<file path="src/rtl/imem_arb_pkg.sv">
`default_nettype none
// ============================================================================
// imem_arb_pkg : shared types for the program-memory arbiter
// Rev 1.0
// ============================================================================
package imem_arb_pkg;

  typedef enum logic [1:0] {
    ARB_IDLE = 2'd0,
    ARB_HOST = 2'd1,
    ARB_CPU  = 2'd2
  } arb_state_e;

  typedef enum logic {
    OWN_HOST = 1'b0,
    OWN_CPU  = 1'b1
  } arb_owner_e;

endpackage
`default_nettype wire

</file>
<file path="src/rtl/imem_arbiter.sv">
`default_nettype none
// ============================================================================
// imem_arbiter : round-robin, burst-bounded sharing of the single-ported
//                program memory between host port and instruction fetch
// Rev 1.0
// ============================================================================
module imem_arbiter
  import imem_arb_pkg::*;
#(
  parameter int INSTR_LEN = 20,
  parameter int ADDR      = 5,
  parameter int MAX_BURST = 8
) (
  input  logic                 clk,
  input  logic                 reset,
  input  logic                 host_req,
  input  logic                 host_we,
  input  logic [ADDR-1:0]      host_addr,
  input  logic [INSTR_LEN-1:0] host_wdata,
  output logic                 host_gnt,
  output logic                 host_rvalid,
  output logic [INSTR_LEN-1:0] host_rdata,
  input  logic                 cpu_req,
  input  logic [ADDR-1:0]      cpu_addr,
  output logic                 cpu_gnt,
  output logic                 cpu_rvalid,
  output logic [INSTR_LEN-1:0] cpu_rdata,
  output logic                 mem_wr_en,
  output logic [ADDR-1:0]      mem_wr_addr,
  output logic [INSTR_LEN-1:0] mem_wr_data,
  output logic                 mem_rd_en,
  output logic [ADDR-1:0]      mem_rd_addr,
  input  logic [INSTR_LEN-1:0] mem_rd_data
);

  localparam logic [7:0] c_burst_last = 8'(MAX_BURST - 1);

  arb_state_e state_q, state_d;
  arb_owner_e last_owner_q, last_owner_d;
  logic [7:0] burst_cnt_q, burst_cnt_d;
  logic       host_rvalid_q, host_rvalid_d;
  logic       cpu_rvalid_q, cpu_rvalid_d;
  logic       w_host_rd;
  logic       w_contested_gnt;

  always_comb begin
    host_gnt  = (state_q == ARB_HOST) && host_req;
    cpu_gnt   = (state_q == ARB_CPU) && cpu_req;
    w_host_rd = host_gnt && !host_we;

    mem_wr_en   = host_gnt && host_we;
    mem_rd_en   = w_host_rd || cpu_gnt;
    mem_wr_addr = '0;
    mem_wr_data = '0;
    mem_rd_addr = '0;
    if (mem_wr_en) begin
      mem_wr_addr = host_addr;
      mem_wr_data = host_wdata;
    end
    if (w_host_rd) begin
      mem_rd_addr = host_addr;
    end else if (cpu_gnt) begin
      mem_rd_addr = cpu_addr;
    end

    host_rvalid = host_rvalid_q;
    cpu_rvalid  = cpu_rvalid_q;
    host_rdata  = host_rvalid_q ? mem_rd_data : '0;
    cpu_rdata   = cpu_rvalid_q ? mem_rd_data : '0;

    state_d = state_q;
    unique case (state_q)
      ARB_IDLE: begin
        if (host_req && cpu_req) begin
          state_d = (last_owner_q == OWN_CPU) ? ARB_HOST : ARB_CPU;
        end else if (host_req) begin
          state_d = ARB_HOST;
        end else if (cpu_req) begin
          state_d = ARB_CPU;
        end
      end
      ARB_HOST: begin
        if (!host_req) begin
          state_d = cpu_req ? ARB_CPU : ARB_IDLE;
        end else if (cpu_req && (burst_cnt_q == c_burst_last)) begin
          state_d = ARB_CPU;
        end
      end
      ARB_CPU: begin
        if (!cpu_req) begin
          state_d = host_req ? ARB_HOST : ARB_IDLE;
        end else if (host_req && (burst_cnt_q == c_burst_last)) begin
          state_d = ARB_HOST;
        end
      end
      default: state_d = ARB_IDLE;
    endcase

    // The burst only counts while contested; an uncontested owner never yields.
    w_contested_gnt = (host_gnt && cpu_req) || (cpu_gnt && host_req);
    if (state_d != state_q) begin
      burst_cnt_d = '0;
    end else if (w_contested_gnt) begin
      burst_cnt_d = burst_cnt_q + 8'd1;
    end else begin
      burst_cnt_d = '0;
    end

    last_owner_d = last_owner_q;
    if (host_gnt) begin
      last_owner_d = OWN_HOST;
    end else if (cpu_gnt) begin
      last_owner_d = OWN_CPU;
    end

    host_rvalid_d = w_host_rd;
    cpu_rvalid_d  = cpu_gnt;
  end

  always_ff @(posedge clk or posedge reset) begin
    if (reset) begin
      state_q       <= ARB_IDLE;
      last_owner_q  <= OWN_CPU;
      burst_cnt_q   <= '0;
      host_rvalid_q <= 1'b0;
      cpu_rvalid_q  <= 1'b0;
    end else begin
      state_q       <= state_d;
      last_owner_q  <= last_owner_d;
      burst_cnt_q   <= burst_cnt_d;
      host_rvalid_q <= host_rvalid_d;
      cpu_rvalid_q  <= cpu_rvalid_d;
    end
  end

endmodule
`default_nettype wire

</file>
<file path="config.mk">
export PLATFORM = sky130hd
export DESIGN_NAME = imem_arbiter
export DESIGN_NICKNAME = d
export VERILOG_FILES = /design/src/rtl/imem_arb_pkg.sv /design/src/rtl/imem_arbiter.sv
export SDC_FILE = /design/constraint.sdc
export NUM_CORES = 1
export LEC_CHECK = 0
export BUFFER_PORTS_ARGS = -buffer_cell sky130_fd_sc_hd__buf_4
export CAP_MARGIN = 20
export CORE_ASPECT_RATIO = 1.25
export CORE_UTILIZATION = 36
export DETAILED_ROUTE_END_ITERATION = 16
export PLACE_DENSITY = 0.88
export SYNTH_ARGS = -nofsm -noshare
export SYNTH_HDL_FRONTEND = slang
export SYNTH_SLANG_ARGS = --single-unit
</file>
<file path="constraint.sdc">
create_clock -name clk -period 2.7 [get_ports clk]
set_clock_uncertainty 0.2 [all_clocks]
set_input_delay 0.54 -clock clk [delete_from_list [all_inputs] [get_ports clk]]
set_output_delay 0.54 -clock clk [all_outputs]
set_load 0.03 [all_outputs]
</file>
==> reports/summary.md <==
Routing
* **Post-Route M1 WL** 1310 um
* **vias per std cell** 4.772
* **number of nets with antenna violations after detailed routing** 0
* **total iterations of the first detailed-routing run** 4
* **DRC violation count after routing** 0
* **sum of routed wire length over all layers** 3773 um
* **routed length on met3** 400 um
* **1st-iter DRT viols** 41
* **highest routing layer actually used** met4
* **DR WL/cell** 12.45 um
* **total number of vias** 1446
* **met2 wire len** 1997 um

Critical path
* **type of destination of the critical path** output pin
* **critical path peak fanout** 26
* **register-to-register setup slack** 1.03 ns
* **kind of start point of the critical path** register
* **class of the most critical setup path** register to output pin
* **data required time at the worst endpoint** 1.96 ns
* **worst path arrival time** 1.60 ns

Pwr
* **design internal power** 443.8 uW
* **static leakage power** 0.001212 uW
* **Sw Share** 39.09%
* **Max rail drop VDD** 0.2173 mV
* **logic gate share of total power** 49.5%
* **power density normalized to cell area** 338.0 mW/mm2
* **reported net switching power** 284.9 uW
* **clock share of power** 16.4%
* **sequential cell fraction of total power** 34.1%

Timing
* **share of the clock period used by the worst path** 86.81%
* **crit path time final** 2.344 ns
* **actual slew at the worst max-slew pin** 0.4799 ns
* **Post-Route Setup TNS** 0 ns
* **setup violation total in the final timing report** 0
* **final hold violation count** 0
* **unrepaired setup endpoints after global routing** no
* **Max Clock Freq** 426.7 MHz
* **normalized max-slew margin** 67.97%
* **number of max-slew violations in the final report** 0

Status
* **status** finished clean

Floorplanning
* **I/O pin count** 131
* **core area** 0.002973 mm2
* **Die Outline Area** 0.003404 mm2
* **overall die width** 52.39 um
* **overall die height** 64.98 um
* **initial core utilization** 38.43%
* **Cell Rows** 22

Place
* **last weighted congestion value of the routability-driven placer** 0.8131
* **number of buffers added on ports** 130
* **DP HPWL** 3113 um

Final layout
* **Util after Layout** 72.52%
* **count of inserted antenna diode cells** 0
* **number of nets in the layout** 324
* **Layout Area Growth over Synthesis** 88.72%
* **share of post-route cells with drive strength above 1** 52.81%

CTS
* **Root Driver** sky130_fd_sc_hd__clkbuf_4
* **cts bufs inserted** 3
* **number of buffers on the longest clock path** 2
* **clock tree from TritonCTS** done
* **number of levels the H-tree was split into** 1
* **hold-fix buffer count after cts** 0
* **worst-skew pair later-pin latency** 0.28 ns
* **clock-pin slew of the registers on the worst-case setup and hold paths** 0.08 ns
* **TritonCTS sink count** 13
* **# Post-CTS Setup Buffers** 0
* **post-CTS resize count** 0

Logic synthesis
* **arithmetic-cell share of the synthesized area counting full adders, half adders and majority gates** 1.095%
* **average footprint of a synthesized cell** 8.160 um2
* **number of synthesized register bits** 13
* **synthesized instance count** 140
* **count of different cell masters after synthesis** 31
* **combinational family with the most area after synthesis** simple AND/OR/NAND/NOR gates
* **Syn Std Cell Area** 0.001142 mm2
* **compound-gate portion of the synthesized area** 8.872%
* **proportion of synthesized chip area in sequential cells** 28.59%
* **synthesized net count** 196
* **number of synthesis warnings** 0
* **Synth Area in Simple Gates** 53.78%
* **mux contribution to synthesized area** 0%
* **xor and xnor area share after synthesis** 3.067%

GRT
* **number of global-route vias before repair** 1202
* **global-route wire length before repair** 5326 um
* **all-layer global routing usage** 20.43%
* **largest net degree at the start of global routing** 27
* **Congestion Overflow GR** 0
* **antenna violations before repair** 0

Run
* **max-cap viol count** 0

Hold path
* **path class of the lowest-slack min-delay path** primary input to asynchronous set/reset pin

-- flip-flops by register name, indices dropped and copies added (netlist names) --
signal / cells
last_owner_q: 1
state_q: 2
burst_cnt_q: 8
cpu_rvalid: 1
host_rvalid: 1
-- layout by cell type (no fill, tap or decap), drive strengths merged --
cell,count
inv,3
o211a,2
xor2,3
or2,1
a22o,5
ha,1
clkbuf,4
or3,3
a21o,1
and2,66
and3,2
nor2,4
a21oi,3
nand3b,1
nor3b,1
and3b,1
nand4bb,1
dfstp,1
nand2,5
nand3,4
and4bb,1
o21ai,3
or4b,1
nand4,3
dfrtp,12
xnor2,1
nor3,3
buf,131
-- worst paths after layout --
path | to | from | depth (start not counted)
min in group clk | host_rvalid | host_we | 2
max in group asynchronous | last_owner_q | reset | 2
worst min-delay path | burst_cnt_q[6] | reset | 2
worst max-delay path | mem_wr_data[8] | state_q[1] | 5
worst min register to register | burst_cnt_q[0] | burst_cnt_q[0] | 1
worst max register to register | state_q[1] | burst_cnt_q[0] | 4
-- power by group through the flow --
stage,sequential (uW),combinational [uW],clock [uW]
2_1_floorplan,238,217,0
3_3_place_gp,252,356,0
3_5_place_dp,251,362,0
4_1_cts,249,362,123
5_1_grt,253,382,133
6_report,248,361,120
-- stage by stage --
step | total power (uW) | hold slack, ns | instance area (um2) | setup slack, ns | cells
floorplan | 455.0 | 0.2162 | 1142 | 0.5726 | 140
global placement | 608.5 | 0.2599 | 2130 | 0.5522 | 299
detailed placement | 613.5 | 0.2645 | 2130 | 0.5395 | 299
CTS | 733.8 | 0.08835 | 2156 | 0.3455 | 303
global route | 767.4 | 0.1167 | 2156 | 0.2536 | 303
finish | 728.6 | 0.07450 | 2156 | 0.3562 | 303
-- logic make-up after synthesis --
kind of cell,after synthesis
buf+inv,11
compound gates,14
xor+xnor,4
flops,13
fa+ha+maj,1
simple gates,97
-- Yosys cell counts --
cell type | instances | share of area (%)
sky130_fd_sc_hd__and2_1 | 66 | 36
sky130_fd_sc_hd__dfrtp_1 | 12 | 26
sky130_fd_sc_hd__a22o_1 | 5 | 3.8
sky130_fd_sc_hd__nand2_1 | 5 | 1.6
sky130_fd_sc_hd__clkbuf_1 | 4 | 1.3
sky130_fd_sc_hd__nand3_1 | 4 | 1.8
sky130_fd_sc_hd__a21oi_1 | 3 | 1.3
sky130_fd_sc_hd__inv_1 | 3 | 0.99
sky130_fd_sc_hd__nand4_1 | 3 | 1.6
sky130_fd_sc_hd__nor3_1 | 3 | 1.3
sky130_fd_sc_hd__o21ai_0 | 3 | 1.3
sky130_fd_sc_hd__or3_1 | 3 | 1.6
sky130_fd_sc_hd__xor2_1 | 3 | 2.3
sky130_fd_sc_hd__and3_1 | 2 | 1.1
sky130_fd_sc_hd__buf_2 | 2 | 0.88
sky130_fd_sc_hd__nor2_1 | 2 | 0.66
sky130_fd_sc_hd__nor2_2 | 2 | 1.1
sky130_fd_sc_hd__o211a_1 | 2 | 1.8
sky130_fd_sc_hd__a21o_1 | 1 | 0.66
sky130_fd_sc_hd__and3b_2 | 1 | 0.88
sky130_fd_sc_hd__and4bb_2 | 1 | 1.1
sky130_fd_sc_hd__buf_6 | 1 | 0.99
sky130_fd_sc_hd__clkbuf_2 | 1 | 0.44
sky130_fd_sc_hd__dfstp_2 | 1 | 2.3
sky130_fd_sc_hd__ha_1 | 1 | 1.1
sky130_fd_sc_hd__nand3b_4 | 1 | 1.8
sky130_fd_sc_hd__nand4bb_1 | 1 | 0.99
sky130_fd_sc_hd__nor3b_1 | 1 | 0.66
sky130_fd_sc_hd__or2_2 | 1 | 0.55
sky130_fd_sc_hd__or4b_1 | 1 | 0.88
sky130_fd_sc_hd__xnor2_1 | 1 | 0.77
-- worst max-delay path, cell delays in order, from the launching register on --
cell and delay (ns):
sky130_fd_sc_hd__dfrtp_1 0.47, sky130_fd_sc_hd__nand3b_4 0.22, sky130_fd_sc_hd__nor2_2 0.10, sky130_fd_sc_hd__buf_4 0.23, sky130_fd_sc_hd__and2_1 0.15, sky130_fd_sc_hd__buf_4 0.16
-- metal layers --
layer  up-vias  GRT usage, %
met1       639         20.61
met3         7         4.225
li1        714             -
met5         -             0
met2        86         39.08
met4         0         7.566
-- cell type report --
cell class	instances	area, um2
Clock buffer	4	26.28
Sequential cell	13	326.6
Inverter	3	11.26
Timing Repair Buffer	131	983.4
Fill cell	242	817.0
Multi-Input combinational cell	116	763.2
Tap cell	36	45.04
No activity file was read; power rests on OpenSTA's default activity.
